==> config.mk <==
export PLATFORM = sky130hd
export DESIGN_NAME = sdram_rom_loader
export DESIGN_NICKNAME = d
export VERILOG_FILES = /design/src/rtl/sdram_pkg.sv /design/src/rtl/sdram_wr_fifo.sv /design/src/rtl/sdram_rom_loader.sv
export SDC_FILE = /design/constraint.sdc
export NUM_CORES = 1
export LEC_CHECK = 0
export CAP_MARGIN = 15
export CORE_ASPECT_RATIO = 1.2
export CORE_UTILIZATION = 35
export DETAILED_ROUTE_END_ITERATION = 6
export PLACE_DENSITY = 0.56
export SKIP_CTS_REPAIR_TIMING = 1
export SYNTH_ARGS = -nofsm -noshare
export SYNTH_HDL_FRONTEND = slang
export SYNTH_SLANG_ARGS = --single-unit
==> constraint.sdc <==
create_clock -name clk -period 3.05 [get_ports clk]
set_clock_uncertainty 0.15 [all_clocks]
set_input_delay 0.61 -clock clk [delete_from_list [all_inputs] [get_ports clk]]
set_output_delay 0.61 -clock clk [all_outputs]
set_load 0.05 [all_outputs]
==> src/rtl/sdram_pkg.sv <==
// Shared types for the ROM download path into one SDRAM request port.
// Latency: n/a (types and helpers only).
// Backpressure: n/a.
package sdram_pkg;

  // One SDRAM write: word address, byte strobes {hi,lo}, data {odd,even}
  typedef struct packed {
    logic [22:0] addr;
    logic [1:0]  ds;
    logic [15:0] data;
  } wr_word_t;

  typedef enum logic {IDLE, WAIT} wr_state_t;

  localparam logic [1:0] DS_BOTH = 2'b11;
  localparam logic [1:0] DS_HI   = 2'b10;
  localparam logic [1:0] DS_LO   = 2'b01;

  function automatic wr_word_t make_word(input logic [22:0] addr,
                                         input logic [1:0]  ds,
                                         input logic [7:0]  hi,
                                         input logic [7:0]  lo);
    wr_word_t w;
    w.addr = addr;
    w.ds   = ds;
    w.data = {hi, lo};
    return w;
  endfunction

endpackage

==> src/rtl/sdram_wr_fifo.sv <==
// Synchronous FIFO of pending SDRAM write words.
// Latency: a pushed word is visible at the head the cycle after the push.
// Backpressure: push into a full FIFO drops the word (flagged in sim); pop on empty is ignored.
module sdram_wr_fifo
  import sdram_pkg::*;
#(
  parameter int DEPTH = 4
) (
  input  logic                       clk,
  input  logic                       reset,
  input  logic                       push,
  input  wr_word_t                   push_word,
  input  logic                       pop,
  output wr_word_t                   head_word,
  output logic [$clog2(DEPTH):0]     count,
  output logic                       full,
  output logic                       empty
);

  localparam int AW = $clog2(DEPTH);
  localparam int CW = AW + 1;

  wr_word_t        mem [DEPTH];
  logic [AW-1:0]   wr_ptr;
  logic [AW-1:0]   rd_ptr;
  logic            do_push;
  logic            do_pop;

  assign full      = (count == CW'(DEPTH));
  assign empty     = (count == '0);
  assign do_pop    = pop & ~empty;
  // A simultaneous pop frees the slot, so a push into a full FIFO is fine then
  assign do_push   = push & (~full | do_pop);
  assign head_word = mem[rd_ptr];

  // Pointer and occupancy bookkeeping
  always_ff @(posedge clk) begin
    if (reset) begin
      wr_ptr <= '0;
      rd_ptr <= '0;
      count  <= '0;
    end else begin
      if (do_push) wr_ptr <= wr_ptr + 1'b1;
      if (do_pop)  rd_ptr <= rd_ptr + 1'b1;
      count <= count + CW'(do_push) - CW'(do_pop);
    end
  end

  // Storage array; contents are don't-care until written
  always_ff @(posedge clk) begin
    if (do_push) mem[wr_ptr] <= push_word;
  end

  overflow_a: assert property (@(posedge clk) disable iff (reset) !(push && full && !pop))
    else $error("sdram_wr_fifo: push into full FIFO, word dropped");

endmodule

==> src/rtl/sdram_rom_loader.sv <==
// Packs the ioctl byte stream into 16-bit SDRAM writes over a toggle req/ack port.
// Latency: a completed word reaches port_req two cycles after its last byte strobe when the port is idle.
// Backpressure: registered ioctl_wait rises at FIFO_DEPTH-1 entries and for one cycle after a flush collision.
module sdram_rom_loader
  import sdram_pkg::*;
#(
  parameter int          FIFO_DEPTH = 4,
  parameter logic [22:0] BASE_ADDR  = 23'h000000
) (
  input  logic        clk,
  input  logic        reset,
  input  logic        ioctl_download,
  input  logic        ioctl_wr,
  input  logic [24:0] ioctl_addr,
  input  logic [7:0]  ioctl_dout,
  output logic        ioctl_wait,
  output logic        port_req,
  input  logic        port_ack,
  output logic        port_we,
  output logic [22:0] port_a,
  output logic [1:0]  port_ds,
  output logic [15:0] port_d,
  output logic        done
);

  localparam int CW = $clog2(FIFO_DEPTH) + 1;

  // Pack register: a held even byte, or an odd byte queued behind a flush
  logic        hold_vld, hold_vld_nxt;
  logic        hold_odd, hold_odd_nxt;
  logic [22:0] hold_addr, hold_addr_nxt;
  logic [7:0]  hold_byte, hold_byte_nxt;

  logic        wr_acc;
  logic        wr_odd;
  logic [22:0] wr_waddr;
  logic        collision;
  logic        push_vld;
  wr_word_t    push_word;

  logic        pop_vld;
  wr_word_t    head_word;
  logic [CW-1:0] fifo_count;
  logic [CW-1:0] count_nxt;
  logic        fifo_full;
  logic        fifo_empty;

  wr_state_t   state_q, state_nxt;
  logic        issue;
  logic        dl_q;
  logic        wait_q;
  logic        done_q;
  logic        req_q;
  logic [22:0] a_q;
  logic [1:0]  ds_q;
  logic [15:0] d_q;

  assign port_we    = 1'b1;
  assign port_req   = req_q;
  assign port_a     = a_q;
  assign port_ds    = ds_q;
  assign port_d     = d_q;
  assign ioctl_wait = wait_q;
  assign done       = done_q;

  assign wr_acc   = ioctl_wr & ioctl_download & ~wait_q;
  assign wr_odd   = ioctl_addr[0];
  assign wr_waddr = BASE_ADDR + ioctl_addr[24:1];

  // Byte packing: decide this cycle's push and the next pack register contents
  always_comb begin
    hold_vld_nxt  = hold_vld;
    hold_odd_nxt  = hold_odd;
    hold_addr_nxt = hold_addr;
    hold_byte_nxt = hold_byte;
    collision     = 1'b0;
    push_vld      = 1'b0;
    push_word     = '0;
    if (hold_vld && hold_odd) begin
      // Second half of a collision; ioctl_wait is high so no strobe competes
      push_vld     = 1'b1;
      push_word    = make_word(hold_addr, DS_HI, hold_byte, 8'h00);
      hold_vld_nxt = 1'b0;
      hold_odd_nxt = 1'b0;
    end else if (wr_acc) begin
      if (!wr_odd) begin
        if (hold_vld) begin
          push_vld  = 1'b1;
          push_word = make_word(hold_addr, DS_LO, 8'h00, hold_byte);
          collision = 1'b1;
        end
        hold_vld_nxt  = 1'b1;
        hold_odd_nxt  = 1'b0;
        hold_addr_nxt = wr_waddr;
        hold_byte_nxt = ioctl_dout;
      end else if (hold_vld && (hold_addr == wr_waddr)) begin
        push_vld     = 1'b1;
        push_word    = make_word(wr_waddr, DS_BOTH, ioctl_dout, hold_byte);
        hold_vld_nxt = 1'b0;
      end else if (hold_vld) begin
        push_vld      = 1'b1;
        push_word     = make_word(hold_addr, DS_LO, 8'h00, hold_byte);
        collision     = 1'b1;
        hold_vld_nxt  = 1'b1;
        hold_odd_nxt  = 1'b1;
        hold_addr_nxt = wr_waddr;
        hold_byte_nxt = ioctl_dout;
      end else begin
        push_vld  = 1'b1;
        push_word = make_word(wr_waddr, DS_HI, ioctl_dout, 8'h00);
      end
    end else if (hold_vld && !ioctl_download) begin
      // Download ended with a lone even byte: write it by itself
      push_vld     = 1'b1;
      push_word    = make_word(hold_addr, DS_LO, 8'h00, hold_byte);
      hold_vld_nxt = 1'b0;
    end
  end

  // Pack register state
  always_ff @(posedge clk) begin
    if (reset) begin
      hold_vld  <= 1'b0;
      hold_odd  <= 1'b0;
      hold_addr <= '0;
      hold_byte <= '0;
    end else begin
      hold_vld  <= hold_vld_nxt;
      hold_odd  <= hold_odd_nxt;
      hold_addr <= hold_addr_nxt;
      hold_byte <= hold_byte_nxt;
    end
  end

  sdram_wr_fifo #(.DEPTH(FIFO_DEPTH)) u_fifo (
    .clk       (clk),
    .reset     (reset),
    .push      (push_vld),
    .push_word (push_word),
    .pop       (pop_vld),
    .head_word (head_word),
    .count     (fifo_count),
    .full      (fifo_full),
    .empty     (fifo_empty)
  );

  // Occupancy after this cycle, so wait rises in the same cycle the count reaches the threshold
  assign count_nxt = fifo_count + CW'(push_vld & (~fifo_full | pop_vld)) - CW'(pop_vld);

  // HPS throttle, registered
  always_ff @(posedge clk) begin
    if (reset) wait_q <= 1'b0;
    else       wait_q <= (count_nxt >= CW'(FIFO_DEPTH - 1)) | collision;
  end

  // Writer FSM state register
  always_ff @(posedge clk) begin
    if (reset) state_q <= IDLE;
    else       state_q <= state_nxt;
  end

  // Writer FSM next state
  always_comb begin
    state_nxt = state_q;
    case (state_q)
      IDLE: if (!fifo_empty)         state_nxt = WAIT;
      WAIT: if (port_ack == req_q)   state_nxt = IDLE;
      default:                       state_nxt = IDLE;
    endcase
  end

  // Writer FSM outputs: issue a word from the FIFO head when idle
  always_comb begin
    issue   = (state_q == IDLE) && !fifo_empty;
    pop_vld = issue;
  end

  // Request port registers; held stable from the toggle until the ack matches
  always_ff @(posedge clk) begin
    if (reset) begin
      req_q <= 1'b0;
      a_q   <= '0;
      ds_q  <= '0;
      d_q   <= '0;
    end else if (issue) begin
      req_q <= ~req_q;
      a_q   <= head_word.addr;
      ds_q  <= head_word.ds;
      d_q   <= head_word.data;
    end
  end

  // Completion flag: sticky once drained, cleared when a new download starts
  always_ff @(posedge clk) begin
    if (reset) begin
      dl_q   <= 1'b0;
      done_q <= 1'b0;
    end else begin
      dl_q <= ioctl_download;
      if (ioctl_download && !dl_q)
        done_q <= 1'b0;
      else if (!ioctl_download && !hold_vld && fifo_empty &&
               (state_q == IDLE) && (port_ack == req_q))
        done_q <= 1'b1;
    end
  end

endmodule

# Word level (Yosys, flattened, before mapping)
# Memories as Yosys holds them, arrays and structs flattened. A register that Yosys moved wholly into a read port is not among the register bits.
# Cells that the tools add are included.
# W data, S select, Z words.
dict set report classes {
  add_sub_neg 6
  n_mul 0
  div 0
  n_lt_le_gt_ge 1
  eq_ne 5
  n_shift 0
  n_mux 33
  bitwise_logic 15
  n_reduce_logical 19
}
# operator count
set op_table {}
lappend op_table {{$mux W41} 7}
lappend op_table {{$mux W23} 3}
lappend op_table {{$mux W8} 3}
lappend op_table {{$eq A23 B23 Y1} 1}
lappend op_table {{$mux W1} 19}
lappend op_table {{$logic_and A1 B1 Y1} 9}
lappend op_table {{$not A1 Y1} 6}
lappend op_table {{$sub A3 B1 Y3} 2}
lappend op_table {{$add A2 B1 Y2 const B} 2}
lappend op_table {{$and A1 B1 Y1} 4}
lappend op_table {{$logic_not A1 Y1} 4}
lappend op_table {{$reduce_and A4 Y1} 1}
lappend op_table {{$reduce_or A2 Y1} 2}
lappend op_table {{$add A3 B1 Y3} 1}
lappend op_table {{$add A3 B3 Y3} 1}
lappend op_table {{$and A1 B3 Y3} 1}
lappend op_table {{$eq A3 B3 Y1 const B} 1}
lappend op_table {{$ge A3 B2 Y1 const B} 1}
lappend op_table {{$logic_not A3 Y1} 1}
lappend op_table {{$not A1 Y3} 1}
lappend op_table {{$or A3 B1 Y3} 1}
lappend op_table {{$reduce_and A3 Y1} 1}
lappend op_table {{$ne A2 B1 Y1 const B} 1}
lappend op_table {{$ne A2 B2 Y1 const B} 1}
lappend op_table {{4 further kinds} 5}
dict set report totals {
  reg_bits 45
  latchBits 0
  mem_bits_rw 164
  romBits 0
  inputBits 38
  output_inout_bits 45
  word_cells 92
  memories 1
}
# memory depth width rd rd_ports_with_merged_regs write_ports line_no
set memory_table {}
lappend memory_table {u_fifo.mem 4 41 1 1 1 sdram_wr_fifo.sv:23} ;# wr_word_t mem [DEPTH];

# Longest topological paths before layout
# Gate-level depths: netlist of the first run.
dict set report logic_depth {
  depth_word 10
  mapped_depth 12
  depth_no_buf 10
}

# By module
# Synthesis of the first run repeated with hierarchy kept, for this count alone.
dict set report hier_totals {
  hier_cells 797
  area_unflattened_um2 10782.8
}
# mod instances cells_each area_each_um2 seq_area_each_um2
set by_module_without_submodules {}
lappend by_module_without_submodules {sdram_wr_fifo 1 263 6411.1 5104.9}
lappend by_module_without_submodules {sdram_rom_loader 1 534 4371.7 1581.5}

# Worst setup path before layout of the first run
# OpenSTA, ideal clock, no wires.
dict set report synth_timing {
  kind {register to register}
  from {register wait_q (netlist: ioctl_wait)}
  to {memory u_fifo.mem[1][0] in the netlist's numbering, enable pin}
  setup_time_ns 0.402
  arrival_ns 2.539
  required_ns 2.498
  setup_slack_ns -0.042
  stages_incl_launch_ff 6
  path_buffers 1
  synth_period_minus_slack_ns 3.092
  path_cell_list {dfxtp_1 -> nand2b_1 -> a31oi_1 -> o32a_1 -> clkbuf_1 -> and2_1}
}
dict set report synth_between {
  elab_chain_cells 7
}
# element line_no
set synth_rtl {}
lappend synth_rtl {{from (decl)} sdram_rom_loader.sv:51} ;# logic wait_q;
lappend synth_rtl {{from (signal assigned)} sdram_rom_loader.sv:153} ;# else wait_q <= (count_nxt >= CW'(FIFO_DEPTH - 1)) | collision;
lappend synth_rtl {{$not A1 Y1} sdram_rom_loader.sv:66} ;# assign wr_acc = ioctl_wr & ioctl_download & ~wait_q;
lappend synth_rtl {{$and A1 B1 Y1} sdram_rom_loader.sv:66}
lappend synth_rtl {{$mux W1} sdram_rom_loader.sv:85} ;# end else if (wr_acc) begin
lappend synth_rtl {{$mux W1} sdram_rom_loader.sv:79} ;# if (hold_vld && hold_odd) begin
lappend synth_rtl {{$and A1 B1 Y1} sdram_wr_fifo.sv:33} ;# assign do_push = push & (~full | do_pop);
lappend synth_rtl {{named net u_fifo.do_push} sdram_wr_fifo.sv:26} ;# logic do_push;
lappend synth_rtl {{$mux W1} sdram_wr_fifo.sv:51} ;# if (do_push) mem[wr_ptr] <= push_word;
lappend synth_rtl {{$mux W1 (not written as such)} sdram_wr_fifo.sv:51}
lappend synth_rtl {{to (decl)} sdram_wr_fifo.sv:23}
# The timed path passes the listed nets, and every way through them passes these cells.

==> summary.txt, run 1 <==
====================================================================================
Result of the run                                                       complete, no violations
Die Y-Extent                                                                189.2 um
Clk pwr share                                                                  31.8%
Wire length of the first global-routing pass                                34670 um
Total number of nets in the final design                                         888
Latest clock arrival within the worst-skew pair                               530 ps
Count of buffering cells on the critical path with inverters included              2
Unique masters post-synth                                                         43
Number of sinks handled by clock tree synthesis                                  250
Routability congestion estimate from global placement                         0.7653
Synthesized netlist net count                                                    774
Design Area, Final                                                         12800 um2
Critical path data required time                                             3210 ps
CTS max path bufs                                                                  3
Combinational share of power                                                   28.0%
Fin cells                                                                       1245
Number of antenna violations at the first check in global routing                  0
Area after detailed placement                                              11900 um2
Vias in the first global route                                                  6310
Largest vdd supply drop                                                    0.4976 mV
Via Count                                                                       5976
Fill cell total of the finished layout                                          2650
Cells after Synth                                                                727
Mean Syn Cell Area                                                         14.06 um2
Master cell of the clock root buffer                                    sky130_fd_sc_hd__clkbuf_16
TritonCTS clock tree                                                           built
Final Hold Vio Count                                                               0
CP max FO                                                                         11
Ratio of final minimum period to clock period                                 83.28%
Gr ovfl total                                                                      0
Share of flip-flops with an asynchronous set or reset after synthesis             0%
Average vias per placed instance                                               4.800
Normalized max-slew margin                                                    34.66%
Utilization after layout                                                      44.50%
Half-perimeter wire length after placement                                  14100 um
Sequential fraction of the synthesis area                                     65.02%
Number of synthesized register bits                                              250
Die Outline Area                                                           29900 um2
Arrival time reported for the critical path endpoint                         2700 ps
Layout-stage area growth over the synthesis result                            25.19%
# placed instances                                                              1198
Actual slew at the worst max-slew pin                                       976.5 ps
Max-cap violations                                                                 0
Number of buffers inserted by port buffering                                      80
Die W                                                                       158.0 um
WL final                                                                    22070 um
Post-synth EDFFs                                                                 164
Switch Pwr                                                                  3.202 mW
Worst Reg-to-Reg Cells                                                            10
Syn. warnings                                                                      0
DRT iter0 DRCs                                                                   366
Count of unresolved DRC violations after routing                                   0
Setup Total Neg Slack                                                           0 ps
Setup slack at placement                                                   -20.63 ps
Slack of the critical path                                                  509.9 ps
Row count                                                                         68
Total track usage                                                             15.39%
Slowest-stage cell, CP                                                  sky130_fd_sc_hd__clkdlybuf4s50_1
First-pass iteration count of the detailed router                                  4
Cell Int Power                                                              6.961 mW
Number of endpoints failing setup at the final stage                               0
Top Family by Delay on Critical Path                                    buffers and inverters
Remaining antenna violation count                                                  0
Maximum clock frequency                                                   0.3937 GHz
Share of layout cells above drive strength 1                                  17.91%
Fin Hold WS                                                                 244.4 ps
Min Tclk post-route                                                          2540 ps
Clock-pin slew on the worst setup and hold paths                               60 ps
Most frequently used flop master after synthesis                        sky130_fd_sc_hd__edfxtp_1
Cell depth of the worst min-delay path                                             2
Instance count on the critical path                                                7
Crit path capture type                                                      register
Max Transition Viols Final                                                         0
Largest net degree at the start of global routing                                 76
Total standard cell area after synthesis                                   10220 um2
Seq pwr share                                                                  40.2%
Power density over cell area                                            794.2 nW/um2
Critical Path, Cell by Cell                                             clkdlybuf4s50_1, xor2_1, nor4_1, nand3_1, o31ai_4, buf_4, o2bb2ai_1
Routed len/inst                                                             17.73 um
LEAKAGE                                                                     4.414 nW
H-tree depth                                                                       1
Sw Share                                                                      31.51%
Total power consumption of the routed design                                10.16 mW
Number of buffers inserted during clock tree synthesis                            26
Ant diodes                                                                         0
Initial core utilization                                                      35.55%
Worst Hold Class                                                        primary input to register
RSZ-0062 raised after global routing                                           false
Boundary pin count                                                                83
Sort of element at the start of the critical path                       primary input
Core Area                                                                  28760 um2
Worst stage delay on the critical path                                        480 ps
Worst Path Class, Setup                                                 primary input to register
====================================================================================
per-layer routing:
| layer | up-vias | share of wire, % | track usage [%] | wire length (um) |
|---|---|---|---|---|
| met5 | - | 0 | 0 | 0 |
| met4 | 0 | 2.1 | 4.327 | 460 |
| met3 | 34 | 3.0 | 2.014 | 654 |
| met2 | 86 | 51 | 26.99 | 11150 |
| met1 | 2979 | 44 | 19.78 | 9807 |
| li1 | 2877 | - | - | - |
logic make-up (layout without fill, tap and decap cells):
group                      Yosys count  in the layout  synth area share (%)
buffers and inverters               56            189                 2.436
adders and majority gates            9              9                 1.248
other                                1              1               0.03668
AOI/OAI and AO/OA                   91             91                 5.998
muxes                               73             73                 12.17
DFF                                250            250                 65.02
and+or+nand+nor                    216            216                 10.44
xor gates and xnor gates            31             31                 2.656
registers in the layout (all words and copies together) (netlist names), 3 cells and up:
name,count
port_d,16
u_fifo.count,3
u_fifo.mem,164
port_a,23
hold_addr,23
hold_byte,8
cell type report:
| cell class | instances | area (um2) | share of cell area (%) |
|---|---|---|---|
| clock buffers | 36 | 779.5 | 6.091 |
| clock inverters | 11 | 118.9 | 0.9288 |
| inverters | 11 | 41.29 | 0.3226 |
| multi-input cells | 421 | 3358 | 26.24 |
| flip-flops and latches | 250 | 6649 | 51.96 |
| well taps | 385 | 481.7 | 3.764 |
| repair buffers | 131 | 1369 | 10.70 |
power by group through the flow:
stage          Sequential [mW]  Clock (mW)  Combinational [mW]
2_1_floorplan             4.72           0                1.36
3_3_place_gp              4.16           0                2.89
4_1_cts                   4.09        3.31                2.92
6_report                  4.09        3.23                2.85
3_5_place_dp              4.17           0                2.91
5_1_grt                   4.13        3.43                3.10
final timing paths:
check,slack [ps],start,to
setup / recovery,510,ioctl_addr[19],u_fifo.mem[0][23]
hold / removal,240,reset,port_a[18]
setup reg to reg,560,u_fifo.count[1],ioctl_wait
hold reg to reg,300,port_d[12],port_d[12]
layout by cell type (no fill, tap or decap), drive strengths merged, types with 3 or more instances in the layout:
cell type and instances:
edfxtp 164, ha 7, buf 52, a211oi 3
mux4 41, o2bb2ai 22, nor2 10, nor3 4
nand2b 63, clkbuf 36, a22o 8, a21oi 45
nor4 6, clkdlybuf4s50 79, xnor2 4, xor2 27
inv 11, nand2 111, mux2i 32, dfxtp 86
and2 14, clkinv 8
worst reg2reg max path: cells and delay by family, from the launching register on:
kind            cells  cell delay, ps
fa+ha+maj           3             900
simple gates        4             790
flops               1             350
buf+inv             2              90
compound gates      1              80
cells in the mapped netlist (2+ instances only):
| library cell | n | area, um2 |
|---|---|---|
| sky130_fd_sc_hd__o2bb2ai_1 | 22 | 192.7 |
| sky130_fd_sc_hd__nand2_1 | 111 | 416.7 |
| sky130_fd_sc_hd__xor2_1 | 27 | 236.5 |
| sky130_fd_sc_hd__nor2_1 | 10 | 37.54 |
| sky130_fd_sc_hd__o31ai_1 | 2 | 15.01 |
| sky130_fd_sc_hd__clkbuf_1 | 25 | 93.84 |
| sky130_fd_sc_hd__o31a_1 | 2 | 17.52 |
| sky130_fd_sc_hd__inv_1 | 10 | 37.54 |
| sky130_fd_sc_hd__and2_1 | 13 | 81.33 |
| sky130_fd_sc_hd__buf_2 | 10 | 50.05 |
| sky130_fd_sc_hd__fa_1 | 2 | 40.04 |
| sky130_fd_sc_hd__nand3_1 | 2 | 10.01 |
| sky130_fd_sc_hd__a22o_1 | 8 | 70.07 |
| sky130_fd_sc_hd__o21ai_0 | 2 | 10.01 |
| sky130_fd_sc_hd__dfxtp_1 | 86 | 1722 |
| sky130_fd_sc_hd__buf_1 | 6 | 22.52 |
| sky130_fd_sc_hd__ha_1 | 7 | 87.58 |
| sky130_fd_sc_hd__nor4_2 | 3 | 37.54 |
| sky130_fd_sc_hd__a21oi_1 | 45 | 225.2 |
| sky130_fd_sc_hd__a211oi_1 | 3 | 22.52 |
| sky130_fd_sc_hd__mux2i_1 | 32 | 320.3 |
| sky130_fd_sc_hd__nor3_1 | 4 | 20.02 |
| sky130_fd_sc_hd__xnor2_1 | 4 | 35.03 |
| sky130_fd_sc_hd__buf_6 | 3 | 33.78 |
| sky130_fd_sc_hd__nor4_1 | 3 | 18.77 |
| sky130_fd_sc_hd__nor2b_1 | 2 | 12.51 |
| sky130_fd_sc_hd__mux4_2 | 41 | 923.4 |
| sky130_fd_sc_hd__edfxtp_1 | 164 | 4925 |
| sky130_fd_sc_hd__o32a_1 | 2 | 20.02 |
| sky130_fd_sc_hd__nand2b_1 | 63 | 394.1 |
Power figures use the tool's default switching activity.
==> inputs of run 2 (changes only) <==
--- a/config.mk
+++ b/config.mk
@@ -9,7 +9,7 @@
 export CORE_ASPECT_RATIO = 1.2
 export CORE_UTILIZATION = 35
 export DETAILED_ROUTE_END_ITERATION = 6
-export PLACE_DENSITY = 0.56
+export PLACE_DENSITY = 0.54
 export SKIP_CTS_REPAIR_TIMING = 1
 export SYNTH_ARGS = -nofsm -noshare
 export SYNTH_HDL_FRONTEND = slang
==> constraint.sdc (replaced) <==
create_clock -name clk -period 2.5 [get_ports clk]
set_clock_uncertainty 0.15 [all_clocks]
set_input_delay 0.5 -clock clk [delete_from_list [all_inputs] [get_ports clk]]
set_output_delay 0.5 -clock clk [all_outputs]
set_load 0.05 [all_outputs]
==> summary.txt, run 2 (synthesis results as in run 1) <==
====================================================================================
Row count                                                                         68
Result of the run                                                       complete, no violations
Min Tclk post-route                                                          2400 ps
Biggest register                                                          u_fifo.mem
Largest vdd supply drop                                                    0.4353 mV
Sort of element at the start of the critical path                           register
WL final                                                                    23260 um
Number of buffers inserted by port buffering                                      80
Maximum clock frequency                                                   0.4166 GHz
Count of buffering cells on the critical path with inverters included              1
Ratio of final minimum period to clock period                                 96.02%
# placed instances                                                              1221
Routed len/inst                                                             18.33 um
Setup slack at placement                                                   -455.1 ps
Critical path data required time                                             1850 ps
RSZ-0062 raised after global routing                                            true
CP max FO                                                                          3
Latest clock arrival within the worst-skew pair                               520 ps
Clock-pin slew on the worst setup and hold paths                               60 ps
Wire length of the first global-routing pass                                36360 um
Average vias per placed instance                                               4.809
Die Outline Area                                                           29900 um2
Critical Path, Cell by Cell                                             clkdlybuf4s50_1
Count of unresolved DRC violations after routing                                   0
Worst stage delay on the critical path                                        830 ps
Arrival time reported for the critical path endpoint                         1750 ps
First-pass iteration count of the detailed router                                  4
DRT iter0 DRCs                                                                   231
Power density over cell area                                            975.0 nW/um2
CTS max path bufs                                                                  3
Fin cells                                                                       1269
Share of layout cells above drive strength 1                                  21.04%
Number of sinks handled by clock tree synthesis                                  250
Startpoint of the worst-slack reg-to-reg timing path                    u_fifo.count[2]
Normalized max-slew margin                                                    42.39%
Number of antenna violations at the first check in global routing                  0
Crit path capture type                                                    output pin
Max Transition Viols Final                                                         0
Layout-stage area growth over the synthesis result                            27.37%
Actual slew at the worst max-slew pin                                       860.9 ps
LEAKAGE                                                                     4.531 nW
Boundary pin count                                                                83
Slack of the critical path                                                  99.62 ps
Remaining antenna violation count                                                  0
Critical Path Source                                                        port_req
Largest net degree at the start of global routing                                 90
Final Hold Vio Count                                                               0
Worst Hold Launch                                                              reset
Master cell of the clock root buffer                                    sky130_fd_sc_hd__clkbuf_16
Top Family by Delay on Critical Path                                    buffers and inverters
Largest register FFs                                                             164
Worst Hold Class                                                        primary input to register
Routability congestion estimate from global placement                         0.7831
Number of endpoints failing setup at the final stage                               0
Most used cells in the layout excluding fill and tap cells              164 x sky130_fd_sc_hd__edfxtp_1, 111 x sky130_fd_sc_hd__nand2_1, 80 x sky130_fd_sc_hd__dfxtp_1
Half-perimeter wire length after placement                                  14650 um
TritonCTS clock tree                                                           built
Ant diodes                                                                         0
Most common cell after layout, fill and taps aside                      sky130_fd_sc_hd__edfxtp_1
Gr ovfl total                                                                      0
Worst Path Class, Setup                                                 register to output pin
Die W                                                                       158.0 um
Die Y-Extent                                                                189.2 um
Total number of nets in the final design                                         911
Number of buffers inserted during clock tree synthesis                            26
Vias in the first global route                                                  6318
Core Area                                                                  28760 um2
H-tree depth                                                                       1
Slowest-stage cell, CP                                                  sky130_fd_sc_hd__clkdlybuf4s50_1
Utilization after layout                                                      45.28%
Max-cap violations                                                                 0
Via Count                                                                       6103
Initial core utilization                                                      35.55%
Total track usage                                                             16.14%
====================================================================================
## run 2: power breakdown
group / internal, mW / switching, mW / leakage [nW]
sequential: 4.76 / 0.202 / 2.30
clock: 2.43 / 1.61 / 0.446
combinational: 1.45 / 2.25 / 1.79
total: 8.64 / 4.06 / 4.53
## run 2: cell type report
cell class	count	area [um2]
fill	2710	15740
timing repair buffer	154	1520
sequential	250	6654
multi-input combinational	421	3413
inverter	11	48.80
clock buffer	32	704.4
tap	385	481.7
clock inverter	16	197.7
## run 2: final timing paths
path                           end  slack, ps  cells past startpoint
hold / removal    u_fifo.rd_ptr[0]         70                      2
hold reg to reg          port_a[5]        300                      2
setup / recovery          port_req        100                      1
setup reg to reg        ioctl_wait        110                     10
## run 2: per-stage QoR
| stage | setup TNS [ps] | cell area, um2 | power (mW) | hold slack [ps] |
|---|---|---|---|---|
| after global routing | 0 | 13020 | 13.31 | 62.13 |
| final | 0 | 13020 | 12.69 | 69.08 |
| after detailed placement | -99890 | 12110 | 8.810 | 297.4 |
| after CTS | 0 | 13010 | 12.87 | 53.51 |
| after global placement | -99740 | 12110 | 8.789 | 295.6 |
| after floorplan | -30.22 | 10310 | 7.539 | 307.3 |
## run 2: routing by layer
layer	wire, um	vias to the layer above	GRT usage (%)
met5	0	-	0
met3	821	23	2.129
met4	377	0	4.401
met1	10430	3053	21.44
li1	-	2929	-
met2	11640	98	27.57
